### src/rtl/sprite_line_scheduler_pkg.sv
// ---------------------------------------------------------------------------
// sprite_pkg
// Shared definitions for the sprite line scheduler and its hit-test helper:
// the scheduler state encoding, the object-table entry field positions and
// the default sprite dimensions.
// No ports (package).
// ---------------------------------------------------------------------------
package sprite_pkg;

    typedef enum logic [2:0] {
        IDLE,
        FETCH,
        CHECK,
        START,
        RELEASE,
        NEXT,
        DONE
    } sched_st_t;

    // Object table entry layout: [23] valid, [22:19] id, [18:9] x, [8:0] y
    localparam int OBJ_VALID_BIT = 23;
    localparam int OBJ_X_MSB     = 18;
    localparam int OBJ_X_LSB     = 9;
    localparam int OBJ_Y_MSB     = 8;

    localparam int SPRITE_W         = 32;
    localparam int SPRITE_H_DEFAULT = 32;

endpackage

### src/rtl/sprite_line_scheduler_y_hit.sv
// ---------------------------------------------------------------------------
// sprite_y_hit
// Combinational vertical-overlap test of one object against the current line.
// Ports:
//   y_lat_i  in  10  latched scanline
//   obj_y_i  in   9  object top line
//   valid_i  in   1  object valid flag
//   hit_o    out  1  object covers the scanline
// ---------------------------------------------------------------------------
module sprite_y_hit
    import sprite_pkg::*;
#(
    parameter int SPRITE_H = SPRITE_H_DEFAULT
) (
    input  logic [9:0] y_lat_i,
    input  logic [8:0] obj_y_i,
    input  logic       valid_i,
    output logic       hit_o
);

    localparam logic [9:0] HEIGHT = 10'(SPRITE_H);

    logic [9:0] diff;

    // The y_lat >= y term rejects the modular wrap of the subtraction.
    assign diff  = y_lat_i - {1'b0, obj_y_i};
    assign hit_o = valid_i && (y_lat_i >= {1'b0, obj_y_i}) && (diff < HEIGHT);

endmodule

### src/rtl/sprite_line_scheduler.sv
// ---------------------------------------------------------------------------
// sprite_line_scheduler
// Per-scanline controller: on line_start it walks the object table, tests
// each valid entry for vertical overlap with the latched scanline and, for
// every hit, runs a start/ready handshake with the sprite fetcher.
// Optional feature macro: SPRITE_LIMIT_EN (per-line sprite cap + limit_hit).
// Ports:
//   clk50         in   1       system clock
//   reset         in   1       synchronous active-low reset
//   line_start    in   1       begin a scanline (pulse)
//   ycoor         in   10      scanline, sampled at line_start
//   obj_addr      out  ADDR_W  object table read address
//   obj_data      in   24      table data, valid one cycle after obj_addr
//   object_info   out  24      entry being drawn
//   sprite_start  out  1       start to fetcher
//   sprite_ready  in   1       ready from fetcher
//   busy          out  1       line in progress
//   line_done     out  1       line complete (pulse)
//   line_overrun  out  1       line_start arrived while busy (pulse)
//   sprites_drawn out  5       hits handshaken this line
//   limit_hit     out  1       cap reached (pulse with line_done), macro only
// ---------------------------------------------------------------------------
module sprite_line_scheduler
    import sprite_pkg::*;
#(
    parameter int NUM_OBJ      = 16,
    parameter int ADDR_W       = 4,
    parameter int SPRITE_H     = SPRITE_H_DEFAULT,
    parameter int MAX_PER_LINE = 8
) (
    input  logic              clk50,
    input  logic              reset,
    input  logic              line_start,
    input  logic [9:0]        ycoor,
    output logic [ADDR_W-1:0] obj_addr,
    input  logic [23:0]       obj_data,
    output logic [23:0]       object_info,
    output logic              sprite_start,
    input  logic              sprite_ready,
    output logic              busy,
    output logic              line_done,
    output logic              line_overrun,
    output logic [4:0]        sprites_drawn
`ifdef SPRITE_LIMIT_EN
    ,
    output logic              limit_hit
`endif
);

`ifdef SPRITE_LIMIT_EN
    localparam bit LIMIT_EN = 1'b1;
`else
    localparam bit LIMIT_EN = 1'b0;
`endif

    localparam logic [ADDR_W-1:0] LAST_IDX = ADDR_W'(NUM_OBJ - 1);
    localparam logic [4:0]        CAP      = 5'(MAX_PER_LINE);

    sched_st_t         state_q;
    logic [ADDR_W-1:0] idx_q;
    logic [9:0]        y_lat_q;
    logic [23:0]       object_info_q;
    logic              start_q;
    logic              busy_q;
    logic              done_q;
    logic [4:0]        drawn_q;
    logic              hit;
    logic              cap_reached;

    sprite_y_hit #(
        .SPRITE_H (SPRITE_H)
    ) u_y_hit (
        .y_lat_i (y_lat_q),
        .obj_y_i (obj_data[OBJ_Y_MSB:0]),
        .valid_i (obj_data[OBJ_VALID_BIT]),
        .hit_o   (hit)
    );

    assign cap_reached = LIMIT_EN && (drawn_q >= CAP);

    // The table read address is the scan index itself, so it is already
    // presented during FETCH and the data arrives in CHECK.
    always_ff @(posedge clk50) begin
        if (!reset) begin
            state_q       <= IDLE;
            idx_q         <= '0;
            y_lat_q       <= '0;
            object_info_q <= '0;
            start_q       <= 1'b0;
            busy_q        <= 1'b0;
            done_q        <= 1'b0;
            drawn_q       <= '0;
        end else begin
            done_q <= 1'b0;
            case (state_q)
                IDLE: begin
                    if (line_start) begin
                        y_lat_q <= ycoor;
                        idx_q   <= '0;
                        drawn_q <= '0;
                        busy_q  <= 1'b1;
                        state_q <= FETCH;
                    end
                end
                FETCH: state_q <= CHECK;
                CHECK: begin
                    if (hit) begin
                        object_info_q <= obj_data;
                        start_q       <= 1'b1;
                        state_q       <= START;
                    end else begin
                        state_q <= NEXT;
                    end
                end
                START: begin
                    if (sprite_ready) begin
                        start_q <= 1'b0;
                        if (drawn_q != 5'd31) begin
                            drawn_q <= drawn_q + 5'd1;
                        end
                        state_q <= RELEASE;
                    end
                end
                RELEASE: begin
                    // Wait for ready to fall so a held ready is not mistaken
                    // for the acknowledge of the next sprite.
                    if (!sprite_ready) begin
                        if (cap_reached) begin
                            done_q  <= 1'b1;
                            state_q <= DONE;
                        end else begin
                            state_q <= NEXT;
                        end
                    end
                end
                NEXT: begin
                    if (idx_q == LAST_IDX) begin
                        done_q  <= 1'b1;
                        state_q <= DONE;
                    end else begin
                        idx_q   <= idx_q + 1'b1;
                        state_q <= FETCH;
                    end
                end
                DONE: begin
                    busy_q  <= 1'b0;
                    state_q <= IDLE;
                end
                default: state_q <= IDLE;
            endcase
        end
    end

`ifdef SPRITE_LIMIT_EN
    logic limit_hit_q;

    // Set on the same edge that enters DONE via the cap path.
    always_ff @(posedge clk50) begin
        if (!reset) begin
            limit_hit_q <= 1'b0;
        end else begin
            limit_hit_q <= (state_q == RELEASE) && !sprite_ready && cap_reached;
        end
    end

    assign limit_hit = limit_hit_q;
`endif

    // busy stays high through DONE, so a line_start there is an overrun too.
    assign line_overrun  = line_start && busy_q;
    assign obj_addr      = idx_q;
    assign object_info   = object_info_q;
    assign sprite_start  = start_q;
    assign busy          = busy_q;
    assign line_done     = done_q;
    assign sprites_drawn = drawn_q;

endmodule

### config.mk
export PLATFORM = sky130hd
export DESIGN_NAME = sprite_line_scheduler
export DESIGN_NICKNAME = d
export VERILOG_FILES = /design/src/rtl/sprite_line_scheduler_pkg.sv /design/src/rtl/sprite_line_scheduler_y_hit.sv /design/src/rtl/sprite_line_scheduler.sv
export SDC_FILE = /design/constraint.sdc
export NUM_CORES = 1
export LEC_CHECK = 0
export BUFFER_PORTS_ARGS = -buffer_cell sky130_fd_sc_hd__buf_2
export CELL_PAD_IN_SITES_DETAIL_PLACEMENT = 0
export CELL_PAD_IN_SITES_GLOBAL_PLACEMENT = 1
export CORE_UTILIZATION = 38
export CTS_BUF_LIST = sky130_fd_sc_hd__clkbuf_4 sky130_fd_sc_hd__clkbuf_8 sky130_fd_sc_hd__clkbuf_16
export CTS_CLUSTER_DIAMETER = 150
export DETAILED_ROUTE_END_ITERATION = 6
export PLACE_DENSITY = 0.92
export SLEW_MARGIN = 40
export SYNTH_ARGS = -nofsm -noshare
export SYNTH_HDL_FRONTEND = slang
export SYNTH_SLANG_ARGS = --single-unit
### constraint.sdc
create_clock -name clk50 -period 3 [get_ports clk50]
set_clock_uncertainty 0.2 [all_clocks]
set_input_delay 0.75 -clock clk50 [delete_from_list [all_inputs] [get_ports clk50]]
set_output_delay 0.75 -clock clk50 [all_outputs]
set_load 0.01 [all_outputs]
==> results of run 1 <==
-- cell families after synthesis --
group / count (synthesis)
AOI/OAI and AO/OA: 49
and+or+nand+nor: 129
muxes: 26
adders and majority gates: 12
buffers and inverters: 30
DFF: 49
xor gates and xnor gates: 7
-- layer usage --
metal	up-vias	share of wire (%)	GRT usage [%]	wire (microns)
li1	1182	-	-	-
met2	58	45	25.78	2453
met4	0	0.98	4.389	53
met3	6	4.7	3.048	255
met1	1010	49	21.30	2634
met5	-	0	0	0
-- repair_timing --
action / 4_1_cts / 5_1_grt
hold buffers: 0 / 0
resized for setup: 0 / 2
setup buffers: 0 / 0
endpoints found under the setup margin: 0 / 12
-- final timing paths --
kind | startpoint | to | slack (ns) | cells past startpoint
setup / recovery | obj_data[6] | object_info[4]$_SDFFE_PN0P_ | 0.20 | 10
hold / removal | object_info[6]$_SDFFE_PN0P_ | object_info[6]$_SDFFE_PN0P_ | 0.26 | 2
setup reg to reg | y_lat_q[6]$_SDFFE_PN0P_ | object_info[4]$_SDFFE_PN0P_ | 0.47 | 8
hold reg to reg | object_info[6]$_SDFFE_PN0P_ | object_info[6]$_SDFFE_PN0P_ | 0.26 | 2
-- state kept, by name, summed over array words and instances, names as in the netlist --
register	count
sprites_drawn	5
obj_addr	4
object_info	24
state_q	3
sprite_start	1
line_done	1
busy	1
y_lat_q	10
-- layout make-up --
| type | instances | area share [%] |
|---|---|---|
| clock buffer | 7 | 2.678 |
| clock inverter | 1 | 0.2398 |
| inverter | 15 | 1.799 |
| multi-input combinational | 223 | 45.84 |
| sequential | 49 | 31.33 |
| tap | 77 | 3.078 |
| timing repair buffer | 84 | 15.03 |
-- power breakdown --
| group | total [W] | switching [W] | internal, W |
|---|---|---|---|
| sequential | 0.000712 | 0.0000340 | 0.000678 |
| combinational | 0.000302 | 0.000164 | 0.000138 |
| clock | 0.000396 | 0.000212 | 0.000183 |
-- critical path: cells and delay by family --
kind	cells	cell delay [ns]
buffers and inverters	3	0.34
and+or+nand+nor	1	0.33
adders and majority gates	1	0.32
AOI/OAI and AO/OA	4	0.90
muxes	1	0.19
-- metrics by stage --
stage	power, W	cells	instance area, sq um
after global placement	0.001021	448	3035
final	0.001410	456	3131
after global routing	0.001502	456	3131
after floorplan	0.0009289	302	2571
after CTS	0.001426	456	3127
after detailed placement	0.001027	448	3035
-- cell usage after synthesis (3+ instances only) --
cell type	n
nand2_1	78
a21boi_0	10
nor2_1	17
nand2b_1	5
and2_1	3
clkbuf_1	11
a21oi_1	5
o21ai_0	8
inv_1	15
xor2_1	5
nand3_1	6
nor2b_1	3
ha_1	12
dfxtp_1	49
mux2i_1	26
==> flow_summary_export.csv, run 1 <==
group,metric,value,unit
run_status,outcome,"finished, violations left",
run_status,violations,"design-rule violations",
setup_path,cp-start-kind,"input port",
drt,num_vias,2256,
worst_hold_path,hold_class,"reg2reg",
cts,clk_latency,0.30,ns
timing,worst_slack,0.2011,ns
grt,grt_pass1_wl,9252,microns
setup_path,criticalPathCategory,"in2reg",
synthesis,async_flop_share,0,%
timing,min_period_over_period,93.30,%
grt,grt-ovfl-total,0,
synthesis,synth_warnings,0,
cts,cts.sink_count,49,
power_and_ir_drop,p_per_area,450.3,mW/mm^2
drt,drc,10,
die,io_pins,75,
synthesis,yosys_most_used_dff,"dfxtp_1",
placed_design,portBuffers,74,
die,fp.dieArea,0.007099,sq mm
layout,syn2layout_area_growth,21.75,%
layout,fill_cells,651,
setup_path,critical_path_peak_fanout,15,
die,rows,29,
drt,dr.pass1.iters,6,
timing,fin_setup_tns,0,ns
setup_path,worstSetupEndpointType,"flop",
drt,wl_per_cell,11.83,microns
grt,grt_pass1_vias,2070,
timing,slew_headroom,62.91,%
layout,register_area,980.9,sq um
synthesis,synth_mux_area_share,10.12,%
power_and_ir_drop,power.leakage,1.420,nW
placed_design,globalplace.congestion,0.8775,
die,start_util,40.04,%
synthesis,synthTopCellsByArea,"dfxtp_1 (38%), nand2_1 (11%), mux2i_1 (10%), ha_1 (5.8%), a21boi_0 (2.9%)",
layout,layout_common_cells,"nand2_1 (78), buf_2 (74), dfxtp_1 (49)",
synthesis,synth-compound-area-share,14.40,%
timing,holdWs,0.2574,ns
synthesis,synth_seq_area_share,38.15,%
synthesis,synth_area,0.002571,sq mm
power_and_ir_drop,peakVddDrop,0.0002117,V
synthesis,synth-simple-area-share,22.87,%
timing,rsz0062_at_grt,"no",
synthesis,synth_top_family_by_area,"simple AND/OR/NAND/NOR gates",
synthesis,yosys.cell_types.count,54,
synthesis,synth_nets,352,
die,core_area,0.006422,sq mm
drt,drt-total-wl,5395,microns
timing,setup_viol,0,
drt,ant_nets,0,
layout,n_antenna_cell,0,
grt,antenna_found_initial,0,
layout,final_common_cell,"nand2_1",
setup_path,cp_cell_sequence,"buf_2 -> inv_1 -> ha_2 -> a21o_1 -> a2111oi_1 -> a311oi_1 -> o211ai_1 -> and4b_2 -> buf_12 -> mux2i_1",
die,die_y,84.26,microns
synthesis,synth_cells,302,
placed_design,dp_slack,-0.1621,ns
setup_path,crit_required,3.03,ns
synthesis,yosys.area_share.xor_xnor,2.384,%
cts,cts_tree,"yes",
cts,ctsRootBufferMaster,"clkbuf_8",
timing,fin_crit,2.799,ns
setup_path,crit_arrival,2.83,ns
timing,fmax,357.3,MHz
layout,multi_input_area,0.001435,sq mm
cts,clockBufferDepth,2,
cts,cts.htree.levels,2,
synthesis,synth_edf_count,0,
placed_design,place_hpwl,4012,microns
synthesis,yosysTopAreaCell,"dfxtp_1",
timing,slew_violations,0,
grt,grt_start_max_net_pins,62,
grt,gr-usage-all-layers,15.80,%
cts,path_clk_slew,0.09,ns
layout,fin_nets,428,
die,die_w,84.26,microns
synthesis,yosysTopAreaCellShare,38.15,%
layout,drive_above_1_share,26.91,%
synthesis,synth_area_per_cell,8.514,sq um
setup_path,worst_path_largest_cell_delay,0.46,ns
cts,cts_inserted_buffers,5,
run,drv_cap,0,
layout,utilization,48.74,%
timing,worst_pin_slew,0.5564,ns
synthesis,synth_fa_ha_area_share,5.839,%
drt,drtIter0Drc,86,
synthesis,synth-seq-cells,49,
timing,hold_violations,0,
setup_path,cpMaxStageDelayCell,"a2111oi_1",
drt,viasPerCell,4.947,
Power figures use the tool's default switching activity.
==> inputs of run 2 (changes only) <==
--- a/config.mk
+++ b/config.mk
@@ -13,6 +13,7 @@
 export CTS_CLUSTER_DIAMETER = 150
 export DETAILED_ROUTE_END_ITERATION = 6
 export PLACE_DENSITY = 0.92
+export SKIP_LAST_GASP = 1
 export SLEW_MARGIN = 40
 export SYNTH_ARGS = -nofsm -noshare
 export SYNTH_HDL_FRONTEND = slang
==> constraint.sdc (replaced) <==
create_clock -name clk50 -period 2.65 [get_ports clk50]
set_clock_uncertainty 0.2 [all_clocks]
set_input_delay 0.6625 -clock clk50 [delete_from_list [all_inputs] [get_ports clk50]]
set_output_delay 0.6625 -clock clk50 [all_outputs]
set_load 0.01 [all_outputs]
==> flow_summary_export.csv, run 2 (same netlist as run 1, synthesis figures left out) <==
group,metric,value,unit
run_status,outcome,"finished, violations left",
run_status,violations,"design-rule violations",
drt,drtIter0Drc,134,
drt,dr_wl_met2,2793,microns
setup_path,criticalPathCategory,"in2reg",
grt,antenna_found_initial,0,
run,drv_cap,0,
timing,hold_violations,0,
drt,met1_length,2817,microns
setup_path,worst-path-buf-inv,3,
die,start_util,40.04,%
placed_design,portBuffers,74,
cts,path_clk_slew,0.09,ns
cts,cts_tree,"yes",
die,io_pins,75,
placed_design,dp_slack,-0.3065,ns
layout,largest_reg_flops,24,
setup_path,critical_path_peak_fanout,8,
setup_path,worstSetupEndpointType,"flop",
drt,viasPerCell,5.089,
setup_path,path_delay_family,"compound AO/OA/AOI/OAI gates",
setup_path,ff2ff_setup_slack,0.17,ns
layout,fill_cells,620,
drt,drc,12,
setup_path,crit_required,2.69,ns
cts,cts.sink_count,49,
timing,slew_violations,0,
power_and_ir_drop,peakVddDrop,0.0002196,V
timing,setup_viol,0,
timing,slew_headroom,68.56,%
grt,grt_start_max_net_pins,66,
grt,grt-ovfl-total,0,
cts,ctsRootBufferMaster,"clkbuf_8",
timing,fmax,386.0,MHz
cts,clk_latency,0.31,ns
timing,min_period_over_period,97.76,%
drt,top_layer,"met4",
setup_path,cp-start-kind,"input port",
grt,grt_pass1_wl,9494,microns
grt,grt_pass1_vias,2163,
cts,ctsHoldBuffers,0,
timing,worst_pin_slew,0.4709,ns
die,die_y,84.26,microns
worst_hold_path,hold_class,"reg2reg",
drt,met3_wirelength,234,microns
layout,drive_above_1_share,32.47,%
placed_design,dpl_cell_area,0.003123,sq mm
layout,syn2layout_area_growth,33.04,%
drt,ant_nets,0,
die,die_w,84.26,microns
layout,finalInstanceArea,0.003421,sq mm
drt,drt-total-wl,5965,microns
placed_design,globalplace.congestion,0.8670,
layout,fin_nets,434,
layout,n_antenna_cell,0,
drt,wl_per_cell,12.91,microns
power_and_ir_drop,p_per_area,519.4,mW/mm^2
die,rows,29,
timing,fin_setup_tns,0,ns
setup_path,cpMaxStageDelayCell,"a2111o_1",
timing,holdWs,0.2566,ns
layout,final_common_cell,"nand2_1",
setup_path,worst_path_largest_cell_delay,0.43,ns
timing,worst_slack,0.05931,ns
drt,dr.pass1.iters,7,
cts,cts_setup_buffers,0,
setup_path,crit_arrival,2.63,ns
layout,layout_common_cells,"nand2_1 (78), buf_2 (71), dfxtp_1 (49)",
timing,fin_crit,2.591,ns
cts,clockBufferDepth,2,
die,core_area,0.006422,sq mm
die,fp.dieArea,0.007099,sq mm
power_and_ir_drop,power.leakage,1.502,nW
cts,cts.htree.levels,2,
cts,cts_inserted_buffers,5,
grt,gr-usage-all-layers,16.30,%
placed_design,place_hpwl,4096,microns
setup_path,cp_cell_sequence,"buf_6 -> inv_8 -> ha_4 -> a21o_1 -> a2111o_1 -> o211ai_1 -> and4b_4 -> clkbuf_16 -> mux2i_1",
drt,num_vias,2351,
run 2: changes by cell type in the layout (fill, tap and decap cells not counted), sizes merged:
cell,delta
bufinv,+1
buf,+4
inv,+1
clkinv,+1
clkinvlp,-1
run 2: timing repair:
item,CTS,global route
endpoints found under the hold margin,0,0
endpoints found under the setup margin,0,26
resized for setup,0,24
run 2: worst paths after layout:
path                                start                            to  cells after the start
max                           obj_data[6]  object_info[21]$_SDFFE_PN0P_                      9
min reg2reg  object_info[16]$_SDFFE_PN0P_  object_info[16]$_SDFFE_PN0P_                      2
min          object_info[16]$_SDFFE_PN0P_  object_info[16]$_SDFFE_PN0P_                      2
max reg2reg       y_lat_q[5]$_SDFFE_PN0P_  object_info[21]$_SDFFE_PN0P_                      8
run 2: cell type report:
type / count / area [sq um] / share of cell area (%)
inverters: 15 / 63.81 / 1.865
multi-input cells: 223 / 1594 / 46.60
well taps: 77 / 96.34 / 2.816
flip-flops and latches: 49 / 980.9 / 28.68
clock buffers: 5 / 68.82 / 2.012
clock inverters: 3 / 43.79 / 1.280
repair buffers: 90 / 573.1 / 16.75
run 2: stage by stage:
stage               utilization, %  cells  power [W]
global placement             48.63    451   0.001189
finish                       53.26    462   0.001777
global route                 53.26    462   0.001866
detailed placement           48.63    451   0.001196
floorplan                        -    302   0.001071
CTS                          50.38    459   0.001746
run 2: tightest hold or removal path, cell delays in order (launching register included):
cell and delay (ns):
dfxtp_1 0.32, nand2_1 0.05, mux2i_1 0.05
run 2: report_power, final:
| part | internal, W | switching, W |
|---|---|---|
| combinational | 0.000201 | 0.000210 |
| clock | 0.000283 | 0.000271 |
| sequential | 0.000767 | 0.0000435 |
run 2: routing by layer:
metal / vias up / GRT usage (%)
met3: 11 / 2.950
met5: - / 0
li1: 1195 / -
met1: 1091 / 20.52
met2: 54 / 27.72
met4: 0 / 6.270
==> inputs of run 3 (changes only) <==
==> constraint.sdc (replaced) <==
create_clock -name clk50 -period 2.7 [get_ports clk50]
set_clock_uncertainty 0.2 [all_clocks]
set_input_delay 0.675 -clock clk50 [delete_from_list [all_inputs] [get_ports clk50]]
set_output_delay 0.675 -clock clk50 [all_outputs]
set_load 0.01 [all_outputs]
==> flow_summary_export.csv, run 3 (same netlist as run 1, synthesis figures left out) <==
group,metric,value,unit
run_status,outcome,"finished, violations left",
run_status,violations,"design-rule violations",
setup_path,cp-endpoint,"object_info[6]$_SDFFE_PN0P_",
layout,layout_common_cells,"nand2_1 (78), buf_2 (72), dfxtp_1 (49)",
layout,fin_nets,434,
power_and_ir_drop,p_total,0.001630,W
drt,viasPerCell,5.013,
drt,dr.pass1.iters,6,
cts,cts_setup_buffers,0,
cts,clockBufferDepth,2,
drt,ant_nets,0,
placed_design,dp_cells,451,
die,io_pins,75,
placed_design,portBuffers,74,
setup_path,ff2ff_setup_slack,0.18,ns
cts,cts.htree.levels,2,
layout,finalInstanceArea,0.003324,sq mm
power_and_ir_drop,p_per_area,490.2,mW/mm^2
setup_path,timing.rr.end,"object_info[6]$_SDFFE_PN0P_",
drt,num_vias,2316,
timing,min_period_over_period,98.72,%
layout,largest_reg_flops,24,
layout,drive_above_1_share,30.65,%
die,die_y,84.26,microns
power_and_ir_drop,power.leakage,1.481,nW
placed_design,dp_slack,-0.2813,ns
grt,grt_pass1_wl,9473,microns
layout,final_common_cell,"nand2_1",
layout,register_area,980.9,sq um
drt,wl_per_cell,13.15,microns
timing,slew_headroom,68.42,%
setup_path,r2r_start,"y_lat_q[1]$_SDFFE_PN0P_",
drt,drtIter0Drc,118,
die,core_area,0.006422,sq mm
setup_path,path_delay_family,"compound AO/OA/AOI/OAI gates",
grt,gr-usage-all-layers,16.41,%
layout,syn2layout_area_growth,29.29,%
setup_path,criticalPathCategory,"in2reg",
timing,fin_crit,2.666,ns
placed_design,dpl_cell_area,0.003110,sq mm
setup_path,crit_required,2.74,ns
placed_design,globalplace.congestion,0.7930,
setup_path,crit_path_start,"obj_data[3]",
die,fp.dieArea,0.007099,sq mm
die,start_util,40.04,%
cts,clk_latency,0.31,ns
setup_path,reg2regPathDepth,8,
setup_path,cp-start-kind,"input port",
placed_design,place_hpwl,4187,microns
setup_path,worst_path_largest_cell_delay,0.42,ns
die,die_w,84.26,microns
layout,fill_cells,614,
setup_path,worst-path-buf-inv,3,
drt,drc,10,
grt,grt_pass1_vias,2104,
grt,antenna_found_initial,0,
timing,fmax,375.2,MHz
timing,worst_pin_slew,0.4731,ns
grt,grt_start_max_net_pins,33,
cts,ctsRootBufferMaster,"clkbuf_8",
timing,setup_viol,0,
timing,worst_slack,0.03445,ns
setup_path,cpMaxStageDelayCell,"and4b_4",
worst_hold_path,hold_class,"reg2reg",
cts,path_clk_slew,0.09,ns
run,drv_cap,0,
power_and_ir_drop,peakVddDrop,0.0002628,V
layout,n_antenna_cell,0,
drt,drt-total-wl,6073,microns
timing,hold_violations,0,
layout,finalNonFillerCells,462,
setup_path,critical_path_peak_fanout,7,
timing,slew_violations,0,
timing,fin_setup_tns,0,ns
grt,grt-ovfl-total,0,
setup_path,cp_num_cells,10,
cts,cts_inserted_buffers,5,
setup_path,crit_arrival,2.70,ns
cts,cts_tree,"yes",
cts,cts.sink_count,49,
layout,multi_input_area,0.001543,sq mm
die,rows,29,
setup_path,worstSetupEndpointType,"flop",
setup_path,cp_cell_sequence,"buf_2 -> inv_1 -> ha_4 -> a21oi_2 -> nand2b_4 -> a31o_1 -> a211o_1 -> and4b_4 -> clkbuf_16 -> mux2i_1",
run 3: worst register-to-register path, cell delays in order, from the launching register on:
cell       delay, ns
dfxtp_1         0.33
ha_1            0.27
nor2b_4         0.16
o2111ai_4       0.17
a31o_1          0.23
a211o_1         0.30
and4b_4         0.42
clkbuf_16       0.19
mux2i_1         0.19
run 3: worst min path at each step:
stage                                 start                           end  slack, ns  depth (start not counted)
2_1_floorplan       y_lat_q[0]$_SDFFE_PN0P_       y_lat_q[0]$_SDFFE_PN0P_       0.24                          2
3_3_place_gp   object_info[22]$_SDFFE_PN0P_  object_info[22]$_SDFFE_PN0P_       0.24                          2
3_5_place_dp    object_info[2]$_SDFFE_PN0P_   object_info[2]$_SDFFE_PN0P_       0.24                          2
4_1_cts         object_info[2]$_SDFFE_PN0P_   object_info[2]$_SDFFE_PN0P_       0.26                          2
5_1_grt         object_info[2]$_SDFFE_PN0P_   object_info[2]$_SDFFE_PN0P_       0.27                          2
6_report       object_info[16]$_SDFFE_PN0P_  object_info[16]$_SDFFE_PN0P_       0.26                          2
run 3: timing repair:
item | in CTS | in global routing
hold buffers | 0 | 0
hold endpoints to repair | 0 | 0
endpoints found under the setup margin | 0 | 25
resized for setup | 0 | 12
run 3: layout make-up:
| class | instances | share of cell area (%) |
|---|---|---|
| multi-input combinational | 223 | 46.41 |
| sequential | 49 | 29.51 |
| timing repair buffer | 90 | 16.56 |
| tap | 77 | 2.898 |
| clock buffer | 6 | 2.296 |
| inverter | 15 | 1.919 |
| clock inverter | 2 | 0.4140 |
run 3: stage by stage:
| step | utilization (%) | hold slack (ns) |
|---|---|---|
| finish | 51.76 | 0.2595 |
| global route | 51.76 | 0.2717 |
| CTS | 49.83 | 0.2608 |
| detailed placement | 48.43 | 0.2445 |
| global placement | 48.43 | 0.2392 |
| floorplan | - | 0.2435 |
run 3: power by group:
part / switching (W) / internal, W / total (W)
Sequential: 0.0000418 / 0.000753 / 0.000795
Combinational: 0.000198 / 0.000186 / 0.000383
Clock: 0.000256 / 0.000195 / 0.000451
run 3: per-layer routing:
| metal | vias up | GRT usage [%] | routed length, microns |
|---|---|---|---|
| met5 | - | 0 | 0 |
| met3 | 4 | 3.343 | 253 |
| met2 | 51 | 29.51 | 3022 |
| met4 | 0 | 4.232 | 41 |
| li1 | 1197 | - | - |
| met1 | 1064 | 19.94 | 2756 |
